===== src/rtl/fifo_dual_reader.sv =====
// Burst reader draining a dual-port FIFO into two independent valid/ready channels.
// Optional build macro FIFO_DUAL_READER_LOCKSTEP_EN makes both ports pop only as a pair.
module fifo_dual_reader #(
  parameter int unsigned DataWidth  = 32,
  parameter int unsigned BufferSize = 16,
  parameter int unsigned LenWidth   = 8
) (
  input  logic                  clk,
  input  logic                  aclr,
  input  logic                  Start,
  input  logic [LenWidth-1:0]   Len,
  output logic                  Busy,
  output logic                  Done,
  input  logic                  Empty,
  input  logic [BufferSize-1:0] ReadyM,
  input  logic [DataWidth-1:0]  DataOut1,
  input  logic [DataWidth-1:0]  DataOut2,
  output logic                  Pop1,
  output logic                  Pop2,
  output logic                  P_Valid,
  output logic [DataWidth-1:0]  P_Data,
  input  logic                  P_Ready,
  output logic                  M_Valid,
  output logic [DataWidth-1:0]  M_Data,
  input  logic                  M_Ready
);

  typedef enum logic [1:0] {
    ST_IDLE  = 2'd0,
    ST_RUN   = 2'd1,
    ST_FLUSH = 2'd2,
    ST_DONE  = 2'd3
  } state_t;

  state_t                r_state;
  logic [LenWidth-1:0]   r_rem_p;
  logic [LenWidth-1:0]   r_rem_m;
  logic                  r_p_valid;
  logic                  r_m_valid;
  logic [DataWidth-1:0]  r_p_data;
  logic [DataWidth-1:0]  r_m_data;
  logic                  r_busy;
  logic                  r_done;

  logic                  w_run;
  logic                  w_p_ok;
  logic                  w_m_ok;
  logic                  w_pop_p;
  logic                  w_pop_m;
  logic [LenWidth-1:0]   w_rem_p_nxt;
  logic [LenWidth-1:0]   w_rem_m_nxt;

  // A port may pop when its FIFO side has data, words remain and its output slot frees this edge.
  assign w_run  = (r_state == ST_RUN);
  assign w_p_ok = w_run & ~Empty & (r_rem_p != '0) & (~r_p_valid | P_Ready);
  assign w_m_ok = w_run & (|ReadyM) & (r_rem_m != '0) & (~r_m_valid | M_Ready);

`ifdef FIFO_DUAL_READER_LOCKSTEP_EN
  assign w_pop_p = w_p_ok & w_m_ok;
  assign w_pop_m = w_p_ok & w_m_ok;
`else
  assign w_pop_p = w_p_ok;
  assign w_pop_m = w_m_ok;
`endif

  // Pop is gated by a nonzero count, so the decrement cannot wrap.
  assign w_rem_p_nxt = w_pop_p ? (r_rem_p - LenWidth'(1)) : r_rem_p;
  assign w_rem_m_nxt = w_pop_m ? (r_rem_m - LenWidth'(1)) : r_rem_m;

  assign Pop1    = w_pop_p;
  assign Pop2    = w_pop_m;
  assign P_Valid = r_p_valid;
  assign M_Valid = r_m_valid;
  assign P_Data  = r_p_data;
  assign M_Data  = r_m_data;
  assign Busy    = r_busy;
  assign Done    = r_done;

  always_ff @(posedge clk or negedge aclr) begin
    if (!aclr) begin
      r_state   <= ST_IDLE;
      r_rem_p   <= '0;
      r_rem_m   <= '0;
      r_p_valid <= 1'b0;
      r_m_valid <= 1'b0;
      r_p_data  <= '0;
      r_m_data  <= '0;
      r_busy    <= 1'b0;
      r_done    <= 1'b0;
    end else begin
      // Output slots: a pop refills, an accepted word without refill empties.
      if (w_pop_p) begin
        r_p_data  <= DataOut1;
        r_p_valid <= 1'b1;
      end else if (r_p_valid && P_Ready) begin
        r_p_valid <= 1'b0;
      end
      if (w_pop_m) begin
        r_m_data  <= DataOut2;
        r_m_valid <= 1'b1;
      end else if (r_m_valid && M_Ready) begin
        r_m_valid <= 1'b0;
      end

      r_rem_p <= w_rem_p_nxt;
      r_rem_m <= w_rem_m_nxt;
      r_done  <= 1'b0;

      case (r_state)
        ST_IDLE: begin
          if (Start) begin
            r_rem_p <= Len;
            r_rem_m <= Len;
            r_busy  <= 1'b1;
            if (Len == '0) begin
              r_state <= ST_DONE;
              r_done  <= 1'b1;
            end else begin
              r_state <= ST_RUN;
            end
          end
        end
        ST_RUN: begin
          if ((w_rem_p_nxt == '0) && (w_rem_m_nxt == '0)) begin
            r_state <= ST_FLUSH;
          end
        end
        ST_FLUSH: begin
          if (!r_p_valid && !r_m_valid) begin
            r_state <= ST_DONE;
            r_done  <= 1'b1;
          end
        end
        ST_DONE: begin
          r_state <= ST_IDLE;
          r_busy  <= 1'b0;
        end
        default: begin
          r_state <= ST_IDLE;
          r_busy  <= 1'b0;
        end
      endcase
    end
  end

endmodule


===== config.mk =====
export PLATFORM = sky130hd
export DESIGN_NAME = fifo_dual_reader
export DESIGN_NICKNAME = d
export VERILOG_FILES = /design/src/rtl/fifo_dual_reader.sv
export SDC_FILE = /design/constraint.sdc
export NUM_CORES = 1
export LEC_CHECK = 0
export ABC_AREA = 1
export ABC_CLOCK_PERIOD_IN_PS = 3890
export CORE_MARGIN = 2
export CORE_UTILIZATION = 47
export CTS_CLUSTER_SIZE = 8
export DETAILED_ROUTE_END_ITERATION = 8
export PLACE_DENSITY = 0.95
export SLEW_MARGIN = 25
export SYNTH_ARGS = -nofsm -noshare
export SYNTH_HDL_FRONTEND = slang
export SYNTH_SLANG_ARGS = --single-unit

===== constraint.sdc =====
create_clock -name clk -period 3.89 [get_ports clk]
set_input_delay 0.778 -clock clk [delete_from_list [all_inputs] [get_ports clk]]
set_output_delay 0.778 -clock clk [all_outputs]
set_load 0.02 [all_outputs]

# After elaboration in Yosys (flattened, before gate mapping)
# Index checks and enable logic that the tools add are counted.
dict set report totals {
  elab_cells 67
  out_inout_bits 70
  input_bits 94
  register_bits 86
}
dict set report op_classes {
  reduce_logical 18
  addsub 2
  n_eq_ne 6
  mux 21
  bitwise_logic 11
}
# operator n
set ops {}
lappend ops {{8-bit 2-to-1 mux} 6}
lappend ops {{8-bit logical NOT} 3}
lappend ops {{8-bit nonzero test} 2}
lappend ops {{16-bit OR reduction} 1}
lappend ops {{8-bit by 1-bit subtractor with 8-bit output, second input constant} 2}
lappend ops {{1-bit 2-to-1 mux} 8}
lappend ops {{2-bit 2-to-1 mux} 4}
lappend ops {{2-bit case mux with 4 select lines} 1}
lappend ops {{1-bit AND} 6}
lappend ops {{2-bit nonzero test} 3}
lappend ops {{2-bit == test, second input constant} 2}
lappend ops {{1-bit logical AND} 4}
lappend ops {{2-bit inequality test, second input constant} 2}
lappend ops {{1-bit case mux with 2 select lines} 2}
lappend ops {{1-bit NOT} 3}
lappend ops {{3-bit AND reduction} 1}
lappend ops {{2-bit by 1-bit == test with 1-bit output, second input constant} 1}
lappend ops {{1-bit logical NOT} 2}
lappend ops {{2-bit logical NOT} 1}
lappend ops {{2-bit by 1-bit inequality test with 1-bit output, second input constant} 1}
lappend ops {{1-bit OR} 2}
lappend ops {{2-bit AND reduction} 1}

# Longest topological paths before layout
dict set report depth {
  word_depth 9
  depth_mapped 17
  depth_no_buf 16
}

# Worst setup path after synthesis
# No wires, ideal clock.
dict set report synth_timing {
  path_kind {input port to output port}
  from {in Empty}
  to {out Pop1}
  arrival_ns 1.759
  t_required_ns 3.112
  stages 4
  path_slack_ns 1.353
  n_path_buf 1
  cell_sequence {nor2_1 -> inv_1 -> nor3_2 -> clkbuf_1}
}
dict set report synth_via {
  elab_chain_cells 4
}
# item line_no
set synth_rtl {}
lappend synth_rtl {{start, declared} 14} ;# input logic Empty,
lappend synth_rtl {{1-bit NOT} 55} ;# assign w_p_ok = w_run & ~Empty & (r_rem_p != '0) & (~r_p_valid | P_Ready);
lappend synth_rtl {{1-bit AND (3 in series)} 55}
lappend synth_rtl {{end, declared} 18} ;# output logic Pop1,
# Every way passes these cells.

# Worst setup path in the final report
dict set report layout_timing {
  from {in ReadyM[15]}
  to {out Pop2}
}
dict set report layout_via {
  elab_chain_cells 4
}
# item line_no
set layout_rtl {}
lappend layout_rtl {{start, declared} 15} ;# input logic [BufferSize-1:0] ReadyM,
lappend layout_rtl {{16-bit OR reduction} 56} ;# assign w_m_ok = w_run & (|ReadyM) & (r_rem_m != '0) & (~r_m_valid | M_Ready);
lappend layout_rtl {{1-bit AND (3 in series)} 56}
lappend layout_rtl {{end, declared} 19} ;# output logic Pop2,
# Every way passes these cells.

==> impl_metrics.env <==
export IMPL_syn_nets=647
export IMPL_routed_wl_um=11300
export IMPL_synthesis_instances=545
export IMPL_ys_seq_area_share_pct=52.4
export IMPL_postLayoutCellArea_mm2=0.00603
export IMPL_rows=34
export IMPL_holdWs_ns=0.439
export IMPL_fin_tns_setup_ns=0
export IMPL_rsz0062_at_grt="false"
export IMPL_finalNonFillerCells=819
export IMPL_synthFlopType="dfrtp_1"
export IMPL_dr_first_iter_drc_count=180
export IMPL_worstPathArrival_ns=2.47
export IMPL_crit_start="ReadyM[15]"
export IMPL_endpoint="Pop2"
export IMPL_synthXorXnorAreaFrac_pct=0.640
export IMPL_htree_levels=3
export IMPL_root_buffer="clkbuf_8"
export IMPL_run_status="finished, final reports clean"
export IMPL_reg2reg_to="r_state[1]"
export IMPL_async_flop_share_pct=100
export IMPL_n_fill_cell=652
export IMPL_layout_drive_gt1_share_pct=5.06
export IMPL_first_pass_iters=5
export IMPL_ant_nets=0
export IMPL_ctsHoldBuffers=0
export IMPL_drv_slew=0
export IMPL_ir_drop_v=0.000481
export IMPL_worst_pin_slew_ns=0.789
export IMPL_synth_simple_area_share_pct=36.2
export IMPL_syn_area_mm2=0.00411
export IMPL_via_count=4069
export IMPL_viasPerCell=4.97
export IMPL_grt_util_all_layers_pct=24.6
export IMPL_setup_viol=0
export IMPL_r2r_slack_ns=1.14
export IMPL_powerDensity_mw_per_mm2=809
export IMPL_path_class="in -> out"
export IMPL_cp_max_fo=10
export IMPL_design_core_area_mm2=0.00859
export IMPL_grt_ovfl_total=0
export IMPL_clk_path_buf_depth=2
export IMPL_ys_types=28
export IMPL_worstHoldPathType="in -> async"
export IMPL_yosys_area_share_adder_pct=2.44
export IMPL_synth_top_family_by_area="simple AND/OR/NAND/NOR gates"
export IMPL_maxSlewHeadroom_pct=47.3
export IMPL_max_cap_viol_count=0
export IMPL_cp_end_kind="output pin"
export IMPL_dpl_cell_count=803
export IMPL_hpwl_um=8200
export IMPL_synth_edf_count=0
export IMPL_drc=0
export IMPL_cts_tree="done"
export IMPL_synth_compound_area_share_pct=2.10
export IMPL_ff2ff_path_depth=15
export IMPL_rr_startpoint="r_state[1]"
export IMPL_critPathLaunchType="input port"
export IMPL_pin_count=164
export IMPL_worstPathCellList="clkdlybuf4s50_1 -> nor2_1 -> nand2_1 -> nor2_1 -> nand2_1 -> nand3_4 -> inv_2 -> clkdlybuf4s50_1"
export IMPL_nets=808
export IMPL_fin_skew_ns=0.0113
export IMPL_p_leak_nw=3.06
export IMPL_fp_dieW_um=97.5
export IMPL_routabilityCongestion=0.909
export IMPL_cp_slowest_cell="clkdlybuf4s50_1"
export IMPL_clkTransAtPathRegs_ns=0.08
export IMPL_initial_core_util_pct=47.8
export IMPL_fp_dieH_um=97.5
export IMPL_critical_path_max_stage_delay_ns=0.60
export IMPL_clock_sinks=86
export IMPL_fp_dieArea_mm2=0.00950
export IMPL_fin_crit_ns=3.25
export IMPL_antenna_cells=0
export IMPL_grt_max_degree=87
export IMPL_timing_final_hold_violations=0
export IMPL_io_buffer_count=163
export IMPL_cts_buffers=9
export IMPL_syn_area_per_cell_um2=7.54
export IMPL_most_common_layout_cells="283 x nand2_1, 162 x clkdlybuf4s50_1, 86 x dfrtp_1, 47 x inv_1, 34 x nor2_1"
export IMPL_synth_warning_count=0
export IMPL_first_global_vias=4224
export IMPL_synth_mux_area_share_pct=0
export IMPL_area_growth_pct=46.9
export IMPL_grt_pass1_wl_um=19200
export IMPL_antenna_found_initial=0
export IMPL_layout_commonest_cell="nand2_1"
export IMPL_synth_seq_cells=86
export IMPL_cts_repair_resized=0
export IMPL_clk_latency_ns=0.36
export IMPL_fmax_mhz=308
export IMPL_placed_area_mm2=0.00583
export IMPL_postCtsSetupBuffers=0
export IMPL_required_ns=3.11
export IMPL_fin_crit_sh_pct=83.6
export IMPL_post_drt_wl_per_cell_um=13.8
layer usage:
metal	share of wire, %	global-route usage [%]	routed length, um	up-vias
li1	-	-	-	1981
met1	38	28.6	4280	1895
met2	55	45.9	6150	174
met3	5.9	4.75	662	19
met4	1.6	6.84	180	0
met5	0	0	0	-
per-stage QoR:
stage                     utilization, %  total power [W]  worst slack, ns
after floorplan                        -          0.00309             1.35
after global placement              67.9          0.00410            0.701
after detailed placement            67.9          0.00422            0.613
after CTS                           70.2          0.00489            0.652
after global routing                70.2          0.00526            0.545
final                               70.2          0.00488            0.640
critical path, delay by kind of cell:
kind	cells	cell delay, ns
and+or+nand+nor	5	0.55
buffers and inverters	3	1.13
registers in the layout, summed over array words and instances, names as in the netlist:
register  count
Busy          1
M_Data       32
r_state       2
r_rem_m       8
P_Valid       1
Done          1
M_Valid       1
P_Data       32
r_rem_p       8
power breakdown:
group / switching, W / total (W) / leakage, nW / internal (W)
logic: 0.00152 / 0.00261 / 1.92 / 0.00109
clock network: 0.000339 / 0.000641 / 0.0931 / 0.000302
registers: 0.000302 / 0.00163 / 1.05 / 0.00133
total: 0.00216 / 0.00488 / 3.06 / 0.00272
cell families after synthesis:
logic type | count (synthesis)
and+or+nand+nor | 365
adders and majority gates | 8
AOI/OAI and AO/OA | 17
xor gates and xnor gates | 3
buffers and inverters | 66
DFF | 86
synthesized netlist by cell type, drive strengths merged, types with 2 or more instances:
library cell | n | area (um2)
o21ai | 15 | 75.1
nand2 | 286 | 1080
clkbuf | 13 | 48.8
dfrtp | 86 | 2150
nor3 | 4 | 25.0
xor2 | 2 | 17.5
inv | 49 | 184
buf | 3 | 20.0
or2 | 5 | 31.3
nand4 | 8 | 50.1
nor2 | 38 | 158
nand3 | 22 | 128
ha | 8 | 100
area by class of cell:
class | instances | area, um2 | area share [%]
Inverter | 50 | 188 | 3.11
Clock buffer | 10 | 128 | 2.11
Sequential cell | 86 | 2150 | 35.7
Clock inverter | 6 | 71.3 | 1.18
Tap cell | 108 | 135 | 2.24
Timing Repair Buffer | 166 | 1660 | 27.4
Multi-Input combinational cell | 393 | 1710 | 28.3
how the worst min path moves through the flow:
| stage | slack [ns] | cells after the start | end | start |
|---|---|---|---|---|
| 2_1_floorplan | 0.48 | 0 | Busy | aclr |
| 3_3_place_gp | 0.46 | 2 | M_Data[7] | M_Data[7] |
| 3_5_place_dp | 0.47 | 2 | M_Data[27] | M_Data[27] |
| 4_1_cts | 0.49 | 2 | M_Data[20] | M_Data[20] |
| 5_1_grt | 0.51 | 2 | M_Data[24] | M_Data[24] |
| 6_report | 0.44 | 1 | P_Data[15] | aclr |
Note: power is estimated with default switching activity, not from simulation.
==> patch: new RTL, same settings <==
Encoding of `state_t`: now Gray code (2 bits for 4 states).
--- a/src/rtl/fifo_dual_reader.sv
+++ b/src/rtl/fifo_dual_reader.sv
@@ -26,10 +26,10 @@
 );
 
   typedef enum logic [1:0] {
-    ST_IDLE  = 2'd0,
-    ST_RUN   = 2'd1,
-    ST_FLUSH = 2'd2,
-    ST_DONE  = 2'd3
+    ST_IDLE  = 2'b00,
+    ST_RUN   = 2'b01,
+    ST_FLUSH = 2'b11,
+    ST_DONE  = 2'b10
   } state_t;
 
   state_t                r_state;
Check against the original RTL: same outputs for any inputs over 4 cycles, from zero or initial values; so few cycles prove little.
==> patch against the unedited design <==
Sequential cell count unchanged; design area grew 0.39%; hold slack better by 0.039 ns; wire length decreased by 2.6%; worst setup slack better by 0.014 ns; synthesized area rose by 0.52%; power shrank 0.88%; maximum frequency is 0.44% higher; first-iteration DRC count up 24%; largest cell class unchanged; largest power group unchanged; highest routed layer unchanged.
==> patch: results (changes against the unedited design) <==
Synth
  • Synth Net Count: 650 (was 647)
  • Yosys warning total: 0 (unchanged)
  • Top cell types by occurrence after synthesis: 281 x sky130_fd_sc_hd__nand2_1, 86 x sky130_fd_sc_hd__dfrtp_1, 46 x sky130_fd_sc_hd__inv_1 (was 283 x sky130_fd_sc_hd__nand2_1, 86 x sky130_fd_sc_hd__dfrtp_1, 47 x sky130_fd_sc_hd__inv_1)
  • Post-synth cell types: 26 (was 28)
  • Sequential area share after synthesis: 52.1% (was 52.4%)
  • Synthesized area divided by synthesized cell count: 7.53 um^2 (was 7.54 um^2)
  • Cells taking the most area after synthesis: sky130_fd_sc_hd__dfrtp_1 52%, sky130_fd_sc_hd__nand2_1 26%, sky130_fd_sc_hd__inv_1 4.2%, sky130_fd_sc_hd__nor2_1 3.3%, sky130_fd_sc_hd__nand3_1 2.5% (was sky130_fd_sc_hd__dfrtp_1 52%, sky130_fd_sc_hd__nand2_1 26%, sky130_fd_sc_hd__inv_1 4.3%, sky130_fd_sc_hd__nor2_1 3.1%, sky130_fd_sc_hd__ha_1 2.4%)
  • Most used DFF post-synth: sky130_fd_sc_hd__dfrtp_1 (unchanged)
  • Asr flop ratio synth: 100% (unchanged)

Drt
  • Routed WL: 11.0 mm (was 11.3 mm)
  • Via density: 4.96 (was 4.97)
  • Routed length on met2: 5.85 mm (was 6.15 mm)
  • Count of routing violations after the opening detailed-route iteration: 224 (was 180)
  • Met1 WL: 4.29 mm (was 4.28 mm)
  • Detail Route met3 WL: 681 um (was 662 um)

Placed design
  • Area after detailed placement: 5850 um^2 (was 5830 um^2)
  • Estimated wirelength of the detail-placed design: 8.21 mm (was 8.20 mm)
  • Instance count after placement with tap cells included: 808 (was 803)
  • Final weighted congestion of routability-driven global placement: 0.879 (was 0.909)

GRT
  • Largest net degree at the start of global routing: 87 (unchanged)
  • Number of antenna violations at the first check in global routing: 0 (unchanged)
  • Vias in the first global route: 4132 (was 4224)
  • Wire length of the first global-routing pass: 18.4 mm (was 19.2 mm)
  • Overall Global Routing Usage: 23.2% (was 24.6%)

Clock tree
  • Maximum buffer depth of the clock tree: 2 (unchanged)
  • Number of buffers inserted during clock tree synthesis: 9 (unchanged)
  • Clock root cell: sky130_fd_sc_hd__clkbuf_8 (unchanged)
  • Max H-tree Level: 3 (unchanged)
  • Clock network latency to the later pin of the worst-skew pair: 0.34 ns (was 0.36 ns)

Power
  • Maximum vdd ir drop: 0.000392 V (was 0.000481 V)
  • Internal power component: 2.73 mW (was 2.72 mW)
  • LEAKAGE: 3.08 nW (was 3.06 nW)

Final layout
  • Layout cells sized above 1: 5.73% (was 5.06%)
  • Antenna fix cells: 0 (unchanged)
  • Fill cell total of the finished layout: 674 (was 652)
  • Final cell count without fillers: 824 (was 819)

Worst setup path
  • Cell at the slowest stage of the critical path: sky130_fd_sc_hd__clkdlybuf4s50_1 (unchanged)
  • Largest stage delay, worst path: 0.61 ns

Timing
  • Transition at the pin with the smallest max-transition slack: 0.746 ns (was 0.789 ns)
  • Final clock skew: 0.0141 ns (was 0.0113 ns)

Run status
  • Status: finished, final reports clean (unchanged)
## patch: worst register-to-register path: cells and delay by family (launching register included)
kind	cells	cell delay [ns]
adders and majority gates	1	0.21
and+or+nand+nor	11	1.15
buffers and inverters	4	0.51
DFF	1	0.42
## patch: path summary, 6_finish.rpt
path                                 start  slack (ns)  cells after the start         end
worst max-delay path            ReadyM[14]        0.65                      8        Pop2
worst min-delay path                  aclr        0.48                      1  P_Data[12]
worst max register to register  r_state[1]        1.50                     16  r_state[0]
worst min register to register  M_Data[14]        0.48                      2  M_Data[14]
max in group asynchronous             aclr        2.91                      1  r_state[1]
min in group clk                M_Data[14]        0.48                      2  M_Data[14]
## patch: cell type report
type,count,area [um^2],area share (%)
sequential,86,2150,35.5
multi-input combinational,396,1720,28.3
timing repair buffer,167,1660,27.4
inverter,51,191,3.16
clock buffer,11,141,2.33
tap,108,135,2.23
clock inverter,5,58.8,0.971
## patch: power by group through the flow
stage	Combinational, mW	Clock [mW]	Sequential (mW)
after floorplan	1.11	0	1.98
after global placement	2.48	0	1.61
after detailed placement	2.58	0	1.62
after CTS	2.60	0.646	1.62
after global routing	2.85	0.687	1.68
final	2.59	0.629	1.62
## patch: through the flow
stage                     utilization [%]  hold WS, ns  setup slack (ns)
after floorplan                         -        0.482              1.39
after global placement               67.8        0.461             0.697
after detailed placement             67.8        0.465             0.653
after CTS                            70.1        0.489             0.660
after global routing                 70.2        0.509             0.549
final                                70.2        0.478             0.654
## patch: kinds of logic after synthesis
logic type,Yosys count,share of synthesized area (%)
xor gates and xnor gates,3,0.636
AOI/OAI and AO/OA,17,2.12
adders and majority gates,8,2.42
and+or+nand+nor,368,36.2
buffers and inverters,66,6.45
DFF,86,52.1
## patch: routing by layer
| layer | vias up | GRT usage, % |
|---|---|---|
| met3 | 16 | 4.37 |
| met5 | - | 0 |
| met4 | 0 | 6.62 |
| met2 | 166 | 43.0 |
| li1 | 1984 | - |
| met1 | 1923 | 27.5 |
